--- src/rtl/recur_pkg.sv ---
// Shared definitions for the recurrence controller and its datapath:
// state codes, default sizing constants and a small state-class helper.
package recur_pkg;

  localparam int DEF_SIZE    = 4;
  localparam int DEF_MAX_N   = 15;
  localparam int DEF_TIMEOUT = 64;
  localparam int DEF_STEP_W  = 10;

  typedef logic [3:0] state_t;

  localparam state_t IDLE      = 4'd0;
  localparam state_t INIT      = 4'd1;
  localparam state_t EVAL      = 4'd2;
  localparam state_t PUSH      = 4'd3;
  localparam state_t WAIT_PUSH = 4'd4;
  localparam state_t POP       = 4'd5;
  localparam state_t CALC      = 4'd6;
  localparam state_t WAIT_CAL  = 4'd7;
  localparam state_t RESUPD    = 4'd8;
  localparam state_t FINISH    = 4'd9;
  localparam state_t ERROR     = 4'd10;

  // States in which the controller waits on a datapath acknowledge.
  function automatic logic is_wait(input state_t s);
    return (s == WAIT_PUSH) || (s == WAIT_CAL);
  endfunction

endpackage

--- src/rtl/recur_watchdog.sv ---
// Per-state watchdog: counts cycles while enabled and flags expiry on the
// TIMEOUT-th consecutive enabled cycle so the FSM can leave on that edge.
module recur_watchdog
  import recur_pkg::*;
#(
  parameter int TIMEOUT = DEF_TIMEOUT
) (
  input  logic clk,
  input  logic rst,
  input  logic clear,
  input  logic enable,
  output logic expired
);

  localparam int CNT_W = (TIMEOUT < 2) ? 1 : $clog2(TIMEOUT);

  logic [CNT_W-1:0] count;

  // Expiry is combinational so an acknowledge in the same cycle can still win.
  assign expired = enable && (count == CNT_W'(TIMEOUT - 1));

  // Cycle counter, restarted on every state change.
  always_ff @(posedge clk or posedge rst) begin
    if (rst) begin
      count <= '0;
    end else if (clear) begin
      count <= '0;
    end else if (enable && !expired) begin
      count <= count + CNT_W'(1);
    end
  end

endmodule

--- src/rtl/recur_controller.sv ---
// Control FSM for the recurrence datapath value[n] = 2*value[n-1] + 3*value[n-2].
// Issues one-cycle registered strobes, consumes datapath status, and provides a
// start/busy/result_valid handshake with watchdog error and alu step counting.
module recur_controller
  import recur_pkg::*;
#(
  parameter int SIZE    = DEF_SIZE,
  parameter int MAX_N   = DEF_MAX_N,
  parameter int TIMEOUT = DEF_TIMEOUT,
  parameter int STEP_W  = DEF_STEP_W
) (
  input  logic              clk,
  input  logic              rst,
  input  logic              start,
  input  logic [SIZE-1:0]   entry,
  input  logic              updated,
  input  logic              done,
  input  logic              backtrack,
  input  logic              cal_update,
  output logic              load_init,
  output logic              alu,
  output logic              updater,
  output logic              poping,
  output logic              cal_res,
  output logic              res_updater,
  output logic              busy,
  output logic              result_valid,
  output logic              error,
  output logic [STEP_W-1:0] steps
);

  state_t          state;
  state_t          next_state;
  logic [SIZE-1:0] entry_q;
  logic            first_eval;
  logic            start_ok;
  logic            start_bad;
  logic            wd_expired;

  assign start_ok  = (state == IDLE) && start && (int'(entry) <= MAX_N);
  assign start_bad = (state == IDLE) && start && (int'(entry) >  MAX_N);

  recur_watchdog #(.TIMEOUT(TIMEOUT)) u_watchdog (
    .clk     (clk),
    .rst     (rst),
    .clear   (next_state != state),
    .enable  (is_wait(state)),
    .expired (wd_expired)
  );

  // Next-state decode; status inputs are only looked at in their consuming state.
  always_comb begin
    // NOTE: default assignment first so no path through the case infers a latch.
    next_state = state;
    case (state)
      IDLE:      if (start_ok) next_state = INIT;
      INIT:      next_state = (entry_q <= SIZE'(1)) ? FINISH : EVAL;
      EVAL: begin
        if (done && !first_eval) next_state = FINISH;
        else if (backtrack)      next_state = CALC;
        else                     next_state = PUSH;
      end
      PUSH:      next_state = WAIT_PUSH;
      WAIT_PUSH: begin
        if (updated)         next_state = POP;
        else if (wd_expired) next_state = ERROR;
      end
      POP:       next_state = EVAL;
      CALC:      next_state = WAIT_CAL;
      WAIT_CAL: begin
        if (cal_update)      next_state = RESUPD;
        else if (wd_expired) next_state = ERROR;
      end
      RESUPD:    next_state = EVAL;
      FINISH:    next_state = IDLE;
      ERROR:     next_state = IDLE;
      default:   next_state = IDLE;
    endcase
  end

  // State register and Moore outputs registered from the next state.
  always_ff @(posedge clk or posedge rst) begin
    if (rst) begin
      state        <= IDLE;
      load_init    <= 1'b0;
      alu          <= 1'b0;
      updater      <= 1'b0;
      poping       <= 1'b0;
      cal_res      <= 1'b0;
      res_updater  <= 1'b0;
      result_valid <= 1'b0;
      busy         <= 1'b0;
    end else begin
      // NOTE: non-blocking assignments keep every flop sampling pre-edge values.
      state        <= next_state;
      load_init    <= (next_state == INIT);
      alu          <= (next_state == EVAL);
      updater      <= (next_state == PUSH);
      poping       <= (next_state == POP);
      cal_res      <= (next_state == CALC);
      res_updater  <= (next_state == RESUPD);
      result_valid <= (next_state == FINISH);
      busy         <= (next_state != IDLE);
    end
  end

  // Run context: latched entry, first-evaluation flag, sticky error level.
  always_ff @(posedge clk or posedge rst) begin
    if (rst) begin
      entry_q    <= '0;
      first_eval <= 1'b0;
      error      <= 1'b0;
    end else begin
      if (start_ok) begin
        entry_q <= entry;
        error   <= 1'b0;
      end else if (start_bad || next_state == ERROR) begin
        error <= 1'b1;
      end
      if (state == INIT)      first_eval <= 1'b1;
      else if (state == EVAL) first_eval <= 1'b0;
    end
  end

  // Saturating count of alu strobes, tracking the alu output cycle for cycle.
  always_ff @(posedge clk or posedge rst) begin
    if (rst) begin
      steps <= '0;
    end else if (start_ok) begin
      steps <= '0;
    end else if (next_state == EVAL && steps != {STEP_W{1'b1}}) begin
      steps <= steps + STEP_W'(1);
    end
  end

endmodule
--- config.mk ---
export PLATFORM = sky130hd
export DESIGN_NAME = recur_controller
export DESIGN_NICKNAME = d
export VERILOG_FILES = /design/src/rtl/recur_pkg.sv /design/src/rtl/recur_watchdog.sv /design/src/rtl/recur_controller.sv
export SDC_FILE = /design/constraint.sdc
export NUM_CORES = 1
export LEC_CHECK = 0
export BUFFER_PORTS_ARGS = -buffer_cell sky130_fd_sc_hd__buf_2
export CAP_MARGIN = 40
export CORE_UTILIZATION = 45
export DETAILED_ROUTE_END_ITERATION = 10
export PLACE_DENSITY = 0.66
export SLEW_MARGIN = 10
export SYNTH_ARGS = -nofsm -noshare
export SYNTH_HDL_FRONTEND = slang
export SYNTH_SLANG_ARGS = --single-unit
--- constraint.sdc ---
create_clock -name clk -period 2.6 [get_ports clk]
set_clock_uncertainty 0.15 [all_clocks]
set_input_delay 0 -clock clk [delete_from_list [all_inputs] [get_ports clk]]
set_output_delay 0 -clock clk [all_outputs]
set_load 0.03 [all_outputs]
==> results of run 1 <==
-- flip-flops by register name, summed over array words and instances (netlist names) --
signal,cells
state,4
first_eval,1
poping,1
steps,10
load_init,1
entry_q,3
res_updater,1
cal_res,1
busy,1
alu,1
error,1
result_valid,1
updater,1
u_watchdog.count,6
-- layout by cell type (no fill, tap or decap), types with 2 or more instances in the layout --
master         synthesis  final
and4_1                 3      3
dfrtp_1               33     33
o31ai_1                2      2
and3_1                 2      2
nand4_1                4      4
buf_4                  1      5
inv_1                  9      9
xor2_1                 3      3
or4_1                  2      2
clkbuf_8               0      5
a21oi_1                7      7
nor3_1                 4      4
mux2i_1                7      7
and2_1                 3      3
clkinv_2               0      2
or3_1                  3      3
o211a_1                2      2
dlygate4sd3_1          0      8
nand2_1               30     30
nor4_1                 2      2
o21ai_0                5      5
buf_2                  2     28
nor2_1                17     17
ha_1                   2      2
xnor2_1                3      3
nor2b_1                2      2
nand3_1               12     12
nand3b_1               2      2
-- kinds of logic after synthesis --
| kind of cell | synth area share (%) |
|---|---|
| simple gates | 27.3 |
| xor+xnor | 3.07 |
| flops | 48.2 |
| fa+ha+maj | 1.46 |
| buf+inv | 3.95 |
| compound gates | 11.9 |
| mux | 4.09 |
-- metal layers --
| layer | wire, µm | GRT usage [%] | vias to the layer above |
|---|---|---|---|
| met3 | 210 | 6.16 | 6 |
| met4 | 52 | 9.38 | 0 |
| met1 | 1650 | 26.5 | 709 |
| li1 | - | - | 729 |
| met2 | 1810 | 33.4 | 44 |
| met5 | 0 | 0 | - |
-- power groups by stage --
| stage | combinational [mW] | sequential [mW] | clock (mW) |
|---|---|---|---|
| global placement | 0.972 | 0.763 | 0 |
| floorplan | 0.667 | 0.845 | 0 |
| detailed placement | 1.00 | 0.773 | 0 |
| global route | 1.14 | 0.784 | 0.401 |
| finish | 1.01 | 0.763 | 0.372 |
| CTS | 1.02 | 0.763 | 0.378 |
-- cell type report --
cell class / count / area, µm² / share of cell area [%]
clock buffer: 6 / 72.6 / 3.48
timing repair buffer: 41 / 258 / 12.4
tap: 48 / 60.1 / 2.88
multi-input combinational: 133 / 818 / 39.2
inverter: 11 / 41.3 / 1.98
clock inverter: 2 / 10.0 / 0.480
sequential: 33 / 826 / 39.6
-- path summary, 6_finish.rpt --
check | endpoint | slack (ns) | cells past startpoint
setup / recovery | steps[8] | 0.20 | 6
hold reg to reg | error | 0.35 | 1
min in group asynchronous | state[0] | 0.18 | 4
hold / removal | error | 0.06 | 4
max in group asynchronous | steps[3] | 1.82 | 4
setup reg to reg | steps[8] | 0.20 | 6
-- per-stage QoR --
step	setup WS [ns]	util, %	cell area, µm²	hold WS, ns
floorplan	0.397	-	1710	-0.0446
finish	0.204	57.0	2090	0.0626
detailed placement	0.243	52.5	1920	-0.0364
global placement	0.282	52.5	1920	-0.0499
global route	0.0688	57.0	2090	0.0992
CTS	0.198	57.0	2090	0.0582
-- worst reg2reg max path, cell delays in order (launching register included) --
cell and delay (ns):
dfrtp_1 0.51, or4b_1 0.58, o41ai_2 0.09, a211oi_2 0.11, nand3b_4 0.21, or4_1 0.52
a21oi_1 0.16
-- repair_timing --
item | 4_1_cts | 5_1_grt
buffers inserted | 0 | 0
endpoints found under the hold margin | 39 | 0
hold buffers | 8 | 0
resized for setup | 0 | 0
==> metrics.txt, run 1 <==
row cnt 22; Hold WC Path Type in2reg; Least-Margin Pin Slew 0.481 ns; crit-path max cell delay 0.58 ns; DR vias/cell 5.43; endpoints failing setup 0; H-tree levels 2; routed wire length 3.72 mm; total track usage 21.1%; max-slew violation count 0; flops & latches, synth 33; n_diodes 0; final worst path period share 92.2%; Worst-Skew Late Latency 0.29 ns; clock root cell clkbuf_8; Clock Pin Slew Worst Setup and Hold Paths 0.07 ns; Yosys top cell by area dfrtp_1; setup TNS 0 ns; layout cells sized above 1 19.9%; Yosys warnings 0; critical path data arrival time 2.46 ns; core region area 0.00366 mm²; Max Freq 0.417 GHz; max_slew headroom 67.7%; vias in the first global route 1454; 1st-iter DRT viols 57; Net Count, Synth 195; Initial Utilization 46.8%; Commonest cells post-synth 33 x dfrtp_1, 30 x nand2_1, 17 x nor2_1; DIE AREA 0.00405 mm²; unrepaired setup endpoints after global routing false; WS Path Type reg2reg; Mapped Area 0.00171 mm²; DIE WIDTH 63.7 µm; Buf+Inv Stages, Crit Path 0; cell family with most CP delay simple AND/OR/NAND/NOR gates; power per cell area 1030 mW/mm²; Syn-to-layout area delta 21.9%; io pins 30; minimum clock period 2.40 ns; peak supply drop 0.507 mV; Gate Count Post-Synth 182; GRT overflow 0; first-pass GRT wire length 6.49 mm; switching power 952 µW; Mean Syn Cell Area 9.40 µm²; CP max stage cell or4b_1; Port Buffers 28; synth top area cells dfrtp_1 48%, nand2_1 6.6%, mux2i_1 4.1%; worst-path fanout max 11; Non-Filler Instances 274; crit end category flop; CTS Buffer Depth 2; status complete, no violations; residual DRC count 0; Die Height 63.7 µm; Async SR Flop Fraction 100%; combinational power share 47.1%; Routed WL per cell 13.6 µm; vias 1488; startpoint types flop; worst hold start start; CP Cell Sequence or4b_1 > o41ai_2 > a211oi_2 > nand3b_4 > or4_1 > a21oi_1; Fillers 321; Int Pwr 1.20 mW; sequential power share 35.5%; Antenna Nets Post-Route 0; hpwl dp 2.70 mm; fraction of the yosys area taken by sequential cells 48.2%; Sink Count 33; most common cell in the netlist dfrtp_1; post-synth cell types 45; clock share of power 17.3%; CTS tree yes; Main synth FF type dfrtp_1; Total Power 2.15 mW; largest net degree at the start of global routing 34; Placed Cells 258; Pre-Repair DR Iteration Count 4; sw frac 44.3%; final hold vios 0; Post-synth EDFFs 0; Total Nets Final 238; initial antenna violation count 0; Synth top area share 48.2%; Leak 1.01 nW; Num CTS Buffers 5; Worst Setup SP state[0]; worst r2r src state[0]; max-cap violations 0; WP data required 2.66 ns; GPL Wtd Cong 0.843
Power figures use the tool's default switching activity.
==> run 2, diff against run 1 <==
CORE_MARGIN = 8   (was unset)
==> metrics.txt, run 2 (synthesis results as in run 1) <==
DIE WIDTH 77.7 µm; Routed WL per cell 14.3 µm; CP Cell Sequence or4b_1 > o41ai_2 > a211oi_2 > nand3b_4 > or4_1 > a21oi_1; power per cell area 1030 mW/mm²; Max Freq 0.409 GHz; routed wire length 3.88 mm; total track usage 13.6%; largest net degree at the start of global routing 18; peak supply drop 0.460 mV; CTS tree yes; Top reg by flops steps; vias 1493; clock root cell clkbuf_8; Num CTS Buffers 5; most common cell after layout, fill and taps aside dfrtp_1; setup TNS 0 ns; max-slew violation count 0; most frequent cells in the layout 33 x dfrtp_1, 30 x nand2_1, 28 x buf_2, 16 x nor2_1, 12 x nand3_1; Initial Utilization 46.8%; CP max stage cell or4b_1; worst r2r src state[0]; crit path setup slack, layout 0.152 ns; biggest registers after layout steps: 10 flops, u_watchdog.count: 6 flops, state: 4 flops; Clock Pin Slew Worst Setup and Hold Paths 0.06 ns; vias in the first global route 1509; Leak 1.01 nW; row cnt 22; max-cap violations 0; Hold WC Path Type in2reg; Syn-to-layout area delta 21.8%; number of post-CTS setup repair buffers 0; final worst path period share 94.1%; hpwl dp 2.88 mm; residual DRC count 0; Buf+Inv Stages, Crit Path 0; Total Nets Final 237; initial antenna violation count 0; crit end category flop; layout cells sized above 1 19.6%; Worst-Skew Late Latency 0.28 ns; 1st-iter DRT viols 111; critical path data arrival time 2.51 ns; unrepaired setup endpoints after global routing false; WS Path Type reg2reg; Fillers 343; DR vias/cell 5.49; Sink Count 33; endpoints failing setup 0; Port Buffers 28; Worst Setup SP state[0]; Pre-Repair DR Iteration Count 4; io pins 30; CTS Buffer Depth 2; GRT overflow 0; worst-path fanout max 14; cell family with most CP delay simple AND/OR/NAND/NOR gates; Least-Margin Pin Slew 0.662 ns; core region area 0.00366 mm²; worst hold start start; max reg flops 10; pre-CTS setup slack 0.164 ns; H-tree levels 2; WP data required 2.66 ns; final core utilization 56.9%; minimum clock period 2.45 ns; final hold vios 0; startpoint types flop; Antenna Nets Post-Route 0; Die Height 77.7 µm; status complete, no violations; first-pass GRT wire length 6.76 mm; DIE AREA 0.00603 mm²; max_slew headroom 55.8%; crit-path max cell delay 0.58 ns; n_diodes 0; GPL Wtd Cong 0.915
run 2: worst register-to-register path: cells and delay by family (launching register included):
family / cells / cell delay (ns)
flops: 1 / 0.51
compound gates: 3 / 0.33
simple gates: 3 / 1.39
run 2: routing by layer:
layer / share of wire, % / track usage (%)
met3: 6.2 / 4.72
met1: 43 / 15.6
met5: 0 / 0
met4: 1.7 / 4.53
met2: 49 / 22.9
run 2: power by group:
part,switching [mW],internal (mW)
clock network,0.170,0.210
logic,0.640,0.355
registers,0.128,0.639
total,0.938,1.20
run 2: area by class of cell:
| type | instances | area [µm²] | share of cell area (%) |
|---|---|---|---|
| multi-input cells | 133 | 821 | 39.4 |
| inverters | 11 | 41.3 | 1.98 |
| clock buffers | 7 | 86.3 | 4.14 |
| flip-flops and latches | 33 | 826 | 39.6 |
| repair buffers | 40 | 250 | 12.0 |
| well taps | 48 | 60.1 | 2.88 |
run 2: path summary, 6_finish.rpt:
kind,endpoint,slack [ns],depth (start not counted)
max,steps[8],0.15,6
max reg2reg,steps[8],0.15,6
min in group asynchronous,steps[4],0.20,3
max in group asynchronous,u_watchdog.count[0],1.41,4
min,error,0.07,4
min reg2reg,error,0.35,1
run 2: repair_timing:
item / in CTS / in global routing
hold buffers: 8 / 0
hold endpoints to repair: 22 / 0
resized for setup: 0 / 1
setup endpoints to repair: 0 / 1
run 2: metrics by stage:
step | power, mW | std cells | hold WS (ns) | instance area, µm²
2_1_floorplan | 1.51 | 182 | -0.0446 | 1710
3_3_place_gp | 1.72 | 257 | -0.0267 | 1920
3_5_place_dp | 1.76 | 257 | -0.0141 | 1920
4_1_cts | 2.15 | 272 | 0.0630 | 2080
5_1_grt | 2.31 | 272 | 0.107 | 2080
6_report | 2.14 | 272 | 0.0679 | 2080
